==> src/rtl/mult_pkg.sv <==
// Shared definitions for the sequential radix-4 Booth multiplier:
// FSM state encoding, Booth digit encoding, iteration count and the
// carry-lookahead block size used by the accumulator adder.
package mult_pkg;

    localparam int MULT_WIDTH = 32;
    localparam int MULT_ITER  = MULT_WIDTH / 2;

    // Bits per carry-lookahead block; WIDTH+2 is always a multiple of it
    // because WIDTH is even.
    localparam int CLA_BLK    = 2;

    typedef enum logic [1:0] {
        IDLE = 2'd0,
        RUN  = 2'd1,
        DONE = 2'd2
    } mult_state_e;

    typedef enum logic [2:0] {
        ZERO = 3'd0,
        POS1 = 3'd1,
        POS2 = 3'd2,
        NEG1 = 3'd3,
        NEG2 = 3'd4
    } booth_digit_e;

endpackage

==> src/rtl/booth_recoder.sv <==
// Radix-4 Booth recoder: turns three overlapping multiplier bits into a
// digit in {-2,-1,0,+1,+2} and selects digit*mcand, sign-extended to
// WIDTH+2 bits so that -2 * (-2^(WIDTH-1)) is representable.
module booth_recoder
    import mult_pkg::*;
#(
    parameter int WIDTH = MULT_WIDTH
) (
    input  logic [2:0]       bits,
    input  logic [WIDTH-1:0] mcand,
    output logic [WIDTH+1:0] pp
);

    booth_digit_e     digit_s;
    logic [WIDTH+1:0] ext_s;

    assign ext_s = {{2{mcand[WIDTH-1]}}, mcand};

    // Booth recoding of {b[i+1], b[i], b[i-1]}
    always_comb begin
        digit_s = ZERO;
        case (bits)
            3'b000:  digit_s = ZERO;
            3'b001:  digit_s = POS1;
            3'b010:  digit_s = POS1;
            3'b011:  digit_s = POS2;
            3'b100:  digit_s = NEG2;
            3'b101:  digit_s = NEG1;
            3'b110:  digit_s = NEG1;
            3'b111:  digit_s = ZERO;
            default: digit_s = ZERO;
        endcase
    end

    // Partial-product selection for the recoded digit
    always_comb begin
        pp = '0;
        case (digit_s)
            ZERO:    pp = '0;
            POS1:    pp = ext_s;
            POS2:    pp = ext_s << 1;
            NEG1:    pp = -ext_s;
            NEG2:    pp = -(ext_s << 1);
            default: pp = '0;
        endcase
    end

endmodule

==> src/rtl/booth_mult_seq.sv <==
// Iterative signed WIDTHxWIDTH multiplier, radix-4 Booth, one partial
// product per cycle accumulated through a carry-lookahead adder.
// Optional early termination is enabled by defining MULT_EARLY_TERM_EN.
//
// Product register layout: {acc_r (WIDTH+2), mplr_r (WIDTH), guard_r}.
// Each RUN cycle adds the selected partial product into acc_r and
// arithmetic-shifts the whole register right by two; after WIDTH/2 steps
// {acc_r[WIDTH-1:0], mplr_r} is the full signed product.
module booth_mult_seq
    import mult_pkg::*;
#(
    parameter int WIDTH = MULT_WIDTH,
    parameter int CNT_W = 5
) (
    input  logic             clock,
    input  logic             reset_n,
    input  logic             ctrl_MULT,
    input  logic [WIDTH-1:0] data_operandA,
    input  logic [WIDTH-1:0] data_operandB,
    output logic [WIDTH-1:0] data_result,
    output logic             data_exception,
    output logic             data_resultRDY,
    output logic             busy
);

    localparam int ITER = (WIDTH == MULT_WIDTH) ? MULT_ITER : (WIDTH / 2);

    // Block carry-lookahead adder over WIDTH+2 bits
    function automatic logic [WIDTH+1:0] cla_add(input logic [WIDTH+1:0] a,
                                                 input logic [WIDTH+1:0] b);
        logic [WIDTH+1:0] g;
        logic [WIDTH+1:0] p;
        logic [WIDTH+2:0] c;
        logic             bg;
        logic             bp;
        g = a & b;
        p = a ^ b;
        c = '0;
        for (int blk = 0; blk < WIDTH + 2; blk += CLA_BLK) begin
            bg = 1'b0;
            bp = 1'b1;
            for (int i = blk; i < blk + CLA_BLK; i++) begin
                c[i+1] = g[i] | (p[i] & c[i]);
                bg     = g[i] | (p[i] & bg);
                bp     = bp & p[i];
            end
            // Carry into the next block from block generate/propagate
            c[blk+CLA_BLK] = bg | (bp & c[blk]);
        end
        return p ^ c[WIDTH+1:0];
    endfunction

    mult_state_e        state_r;
    mult_state_e        state_n_s;
    logic [CNT_W-1:0]   cnt_r;
    logic [WIDTH+1:0]   acc_r;
    logic [WIDTH-1:0]   mplr_r;
    logic               guard_r;
    logic [WIDTH-1:0]   mcand_r;
    logic [WIDTH-1:0]   result_r;
    logic               exc_r;
    logic               rdy_r;

    logic [2:0]         bits_s;
    logic [WIDTH+1:0]   pp_s;
    logic [WIDTH+1:0]   sum_s;
    logic [2*WIDTH+1:0] step_s;
    logic [2*WIDTH+1:0] fin_s;
    logic               last_s;
    logic               done_s;
    logic               load_s;
    logic               step_en_s;
    logic               finish_s;

    assign bits_s = {mplr_r[1:0], guard_r};

    booth_recoder #(.WIDTH(WIDTH)) u_recoder (
        .bits  (bits_s),
        .mcand (mcand_r),
        .pp    (pp_s)
    );

    assign sum_s  = cla_add(acc_r, pp_s);
    assign step_s = $signed({sum_s, mplr_r}) >>> 2'd2;
    assign last_s = (cnt_r == CNT_W'(ITER - 1));

`ifdef MULT_EARLY_TERM_EN
    // Multiplier bits not yet consumed, at and above the current digit.
    logic [WIDTH-1:0] brem_r;
    logic             early_s;
    logic [CNT_W:0]   rem_s;

    // Once the unconsumed bits are uniform, every later digit is zero; the
    // current digit (which still sees the guard bit) is added, then all
    // remaining shifts are applied at once to discard the unused B bits.
    assign early_s = (&brem_r) | ~(|brem_r);
    assign rem_s   = (CNT_W+1)'(ITER) - {1'b0, cnt_r};
    assign fin_s   = $signed({sum_s, mplr_r}) >>> {rem_s, 1'b0};
    assign done_s  = last_s | early_s;

    // Shadow of the multiplier, shifted in step with the product register
    always_ff @(posedge clock or negedge reset_n) begin
        if (!reset_n) begin
            brem_r <= '0;
        end else if (load_s) begin
            brem_r <= data_operandB;
        end else if (step_en_s) begin
            brem_r <= $signed(brem_r) >>> 2'd2;
        end
    end
`else
    assign fin_s  = step_s;
    assign done_s = last_s;
`endif

    // FSM state register
    always_ff @(posedge clock or negedge reset_n) begin
        if (!reset_n) begin
            state_r <= IDLE;
        end else begin
            state_r <= state_n_s;
        end
    end

    // Next-state and datapath control; a start request wins in every state
    always_comb begin
        state_n_s = state_r;
        load_s    = 1'b0;
        step_en_s = 1'b0;
        finish_s  = 1'b0;
        if (ctrl_MULT) begin
            state_n_s = RUN;
            load_s    = 1'b1;
        end else begin
            case (state_r)
                IDLE: state_n_s = IDLE;
                RUN: begin
                    step_en_s = 1'b1;
                    if (done_s) begin
                        state_n_s = DONE;
                        finish_s  = 1'b1;
                    end else begin
                        state_n_s = RUN;
                    end
                end
                DONE:    state_n_s = IDLE;
                default: state_n_s = IDLE;
            endcase
        end
    end

    // Operand latch, product register and iteration counter
    always_ff @(posedge clock or negedge reset_n) begin
        if (!reset_n) begin
            mcand_r <= '0;
            acc_r   <= '0;
            mplr_r  <= '0;
            guard_r <= 1'b0;
            cnt_r   <= '0;
        end else if (load_s) begin
            mcand_r <= data_operandA;
            acc_r   <= '0;
            mplr_r  <= data_operandB;
            guard_r <= 1'b0;
            cnt_r   <= '0;
        end else if (step_en_s) begin
            acc_r   <= step_s[2*WIDTH+1:WIDTH];
            mplr_r  <= step_s[WIDTH-1:0];
            guard_r <= mplr_r[1];
            cnt_r   <= cnt_r + CNT_W'(1);
        end
    end

    // Result, exception and ready pulse, captured on entry to DONE
    always_ff @(posedge clock or negedge reset_n) begin
        if (!reset_n) begin
            result_r <= '0;
            exc_r    <= 1'b0;
            rdy_r    <= 1'b0;
        end else begin
            rdy_r <= finish_s;
            if (finish_s) begin
                result_r <= fin_s[WIDTH-1:0];
                exc_r    <= (fin_s[2*WIDTH+1:WIDTH] != {(WIDTH+2){fin_s[WIDTH-1]}});
            end
        end
    end

    assign data_result    = result_r;
    assign data_exception = exc_r;
    assign data_resultRDY = rdy_r;
    assign busy           = (state_r == RUN);

endmodule

==> config.mk <==
export PLATFORM = sky130hd
export DESIGN_NAME = booth_mult_seq
export DESIGN_NICKNAME = d
export VERILOG_FILES = /design/src/rtl/mult_pkg.sv /design/src/rtl/booth_recoder.sv /design/src/rtl/booth_mult_seq.sv
export SDC_FILE = /design/constraint.sdc
export NUM_CORES = 1
export LEC_CHECK = 0
export CORE_UTILIZATION = 43
export DETAILED_ROUTE_END_ITERATION = 16
export DONT_BUFFER_PORTS = 1
export PLACE_DENSITY_LB_ADDON = 0.12
export SETUP_SLACK_MARGIN = 0.02
export SYNTH_ARGS = -nofsm -noshare
export SYNTH_HDL_FRONTEND = slang
export SYNTH_SLANG_ARGS = --single-unit
==> constraint.sdc <==
create_clock -name clock -period 7.6 [get_ports clock]
set_input_delay 0.38 -clock clock [delete_from_list [all_inputs] [get_ports clock]]
set_output_delay 0.38 -clock clock [all_outputs]
set_load 0.02 [all_outputs]
==> impl_metrics.csv <==
group,metric,value,unit
critical_path,r2r_cells,20,
drt,drc,0,
cts,root_buffer,"clkbuf_16",
critical_path,worstSetupStartpointType,"register",
sta,tightest_slew,1.13,ns
drt,routed_wirelength,21800,um
critical_path,crit_chain,"or3_4 > nor4b_4 > nand2_1 > nor3_1 > nor3_1 > a221oi_1 > o21ai_1 > ha_1 > a211oi_1 > nand3_1 > o31a_1 > a31o_2 > o41a_1 > a21o_1 > fa_1 > xnor2_1 > o41ai_1 > and4_1 > and4_1 > nor3_1",
run,max_cap_viol_count,0,
sta,fmax,158,MHz
power,power.density,289,nW/um^2
cts,postCtsSetupBuffers,0,
logic_synthesis,async_reset_ff_share,100,%
min_path,hold_depth,1,
sta,clock_skew,0.0177,ns
sta,rsz0062_at_grt,"false",
die,die-area,20600,um^2
logic_synthesis,syn-num-nets,1025,
die,die_w,144,um
finish,layout.area.seq,3430,um^2
die,rows,51,
critical_path,worstReg2RegStart,"mcand_r[3]",
logic_synthesis,synth.cell_area,8620,um^2
placement,dp_hpwl,14600,um
critical_path,cp-end-kind,"register",
sta,hold_viol_final,0,
drt,dr.pass1.iters,5,
critical_path,crit_path_top_delay_cell,"nor4b_4",
sta,relSlewSlack,24.7,%
logic_synthesis,synth_warnings,0,
logic_synthesis,yosysUniqueCellTypes,66,
critical_path,rrSetupSlack,1.29,ns
placement,gp_congestion,0.893,
drt,drtIter0Drc,570,
min_path,hp-class,"in2reg",
sta,period_share,83.1,%
cts,cts.htree.levels,4,
finish,multiInputGateArea,4910,um^2
die,fp.coreArea,19600,um^2
global_route,grtUsageTotal,22.0,%
placement,place_inst,1113,
finish,antennaDiodeCount,0,
cts,cts_max_path_buffers,2,
global_route,grt_pass1_wl,34900,um
logic_synthesis,synth_seq_cells,137,
critical_path,slowest_delay,0.61,ns
drt,wl_per_cell,19.0,um
power,p_leak,4.07,nW
critical_path,crit_top_cell,"nor3_1",
logic_synthesis,synth-edff-count,0,
power,irDropWorstVdd,0.000173,V
min_path,hold-path-endpoint,"acc_r[25]",
drt,drtAntennaViolNets,0,
finish,drive_gt1_share,12.8,%
critical_path,worstPathRequired,7.91,ns
cts,clkSinkCount,137,
finish,final_cell_area,9420,um^2
sta,tns,0,ns
critical_path,critPathMaxFanout,8,
cts,path_clk_slew,0.07,ns
sta,fin_crit,6.31,ns
die,pin_count,102,
cts,numCtsBuffers,17,
status,status,"completed",
critical_path,reg2reg_to,"data_exception",
placement,io_buffers,0,
sta,setup_viol,0,
global_route,grt_pass1_vias,6719,
critical_path,startpoint,"mcand_r[3]",
min_path,min_from,"ctrl_MULT",
drt,vias,6866,
global_route,antenna_found_initial,1,
drt,via_per_inst,5.99,
finish,nets,989,
logic_synthesis,synth_flop_cell,"dfrtp_1",
die,dieHeight,144,um
critical_path,critPathKind,"reg2reg",
global_route,grt_max_degree,143,
sta,slew_viol_final,0,
finish,syn2layout_area_growth,9.21,%
logic_synthesis,synthCells,905,
die,start_util,44.0,%
finish,fill_cells,1831,
finish,final_cells,1147,
logic_synthesis,avgSynthCellArea,9.53,um^2
critical_path,arrival,6.62,ns
global_route,overflow,0,
cts,cts_tree,"built",
cts,insertion_delay,0.43,ns
logic_synthesis,seq_area_frac_synth,39.8,%
placement,place_area,8770,um^2
-- critical path: cells and delay by family (launching register included) --
family | cells | cell delay, ns
flip-flops | 1 | 0.47
AND/OR/NAND/NOR | 9 | 2.30
adder cells (fa/ha/maj) | 2 | 0.73
AO/OA/AOI/OAI | 8 | 2.51
XOR/XNOR | 1 | 0.17
-- report_power, final --
group | total (mW) | switching, mW | internal [mW] | leakage, nW
clock network | 0.871 | 0.362 | 0.508 | 0.302
logic | 0.879 | 0.508 | 0.371 | 2.02
registers | 0.973 | 0.130 | 0.843 | 1.75
total | 2.72 | 1.00 | 1.72 | 4.07
-- state kept, by name, summed over array words and instances, names as in the netlist --
name            cells
acc_r              32
cnt_r               5
data_exception      1
data_result        32
data_resultRDY      1
guard_r             1
mcand_r            32
mplr_r             32
state_r             1
-- stage by stage --
| stage | total power [mW] | util, % | hold WS [ns] | setup WS (ns) |
|---|---|---|---|---|
| after floorplan | 1.62 | - | 0.0844 | 2.27 |
| after global placement | 1.80 | 44.7 | 0.0910 | 1.39 |
| after detailed placement | 1.84 | 44.7 | 0.0931 | 1.32 |
| after CTS | 2.74 | 48.1 | 0.00721 | 1.28 |
| after global routing | 2.89 | 48.1 | 0.0133 | 0.845 |
| final | 2.72 | 48.1 | 0.0486 | 1.29 |
-- cell families (layout without fill, tap and decap cells) --
group | count (synthesis) | in the layout | share of synthesized area, %
AND/OR/NAND/NOR | 283 | 283 | 16.0
flip-flops | 137 | 137 | 39.8
XOR/XNOR | 30 | 30 | 3.05
adder cells (fa/ha/maj) | 53 | 53 | 9.17
multiplexers | 90 | 90 | 11.3
AO/OA/AOI/OAI | 234 | 234 | 17.3
buffers and inverters | 78 | 55 | 3.42
-- cells in the final DEF, fill, tap and decap left out, drive strengths merged, types with 10 or more instances in the layout --
master / instances
a21oi: 39
clkbuf: 18
xnor2: 24
nor3: 29
nand2: 114
fa: 17
nor2: 58
a21o: 12
or3: 10
a211oi: 19
o21ai: 96
mux2i: 32
nand4: 15
mux2: 58
dfrtp: 137
inv: 25
nand3: 11
ha: 36
nor4: 12
-- metal layers --
| layer | vias to the layer above | part of all wire, % | global-route usage (%) |
|---|---|---|---|
| met5 | - | 0 | 0 |
| met4 | 0 | 1.8 | 8.17 |
| met3 | 26 | 8.4 | 6.76 |
| met2 | 249 | 46 | 34.5 |
| met1 | 3361 | 43 | 28.4 |
| li1 | 3230 | - | - |
-- repair_timing --
action	CTS	global route
hold buffers	2	0
endpoints found under the hold margin	137	0
gates resized for setup	0	0
-- how the worst max path moves through the flow --
stage	to	slack [ns]
floorplan	data_exception	2.27
detailed placement	data_exception	1.32
global route	data_exception	0.84
global placement	data_exception	1.39
CTS	data_exception	1.28
finish	data_exception	1.29
-- layout make-up --
type,count,share of cell area (%)
multi-input cells,690,52.1
flip-flops and latches,137,36.4
clock buffers,18,4.66
well taps,265,3.52
clock inverters,14,1.87
repair buffers,7,0.797
inverters,16,0.638
-- Yosys cell counts (all sizes together) (2+ instances only) --
cell type	n	share of area (%)
o31ai	7	0.61
clkbuf	48	2.1
o22ai	2	0.15
mux2i	32	3.7
and4	3	0.30
and3b	2	0.20
a31oi	2	0.15
o31a	2	0.20
a21oi	39	2.3
o2111ai	2	0.20
mux2	58	7.6
fa	17	3.9
o21a	3	0.26
nor2b	4	0.29
nor2	58	2.5
nor3b	3	0.32
or3	10	0.78
and3	8	0.58
buf	14	0.64
o211ai	3	0.26
ha	36	5.2
nand3	11	0.70
xor2	6	0.61
nand4	15	1.1
or4	3	0.30
a211oi	19	1.7
a211o	2	0.20
dfrtp	137	40
nor4	12	1.0
o21ai	96	5.6
nand2b	4	0.29
inv	16	0.70
nor3	29	1.7
a222oi	8	0.93
a31o	2	0.20
a221o	7	0.81
xnor2	24	2.4
a22oi	8	0.70
a221oi	3	0.30
or2	2	0.15
nand2	114	5.0
a21o	12	1.0
nor4b	2	0.55
o311ai	8	0.81
Note: power is estimated with default switching activity, not from simulation.
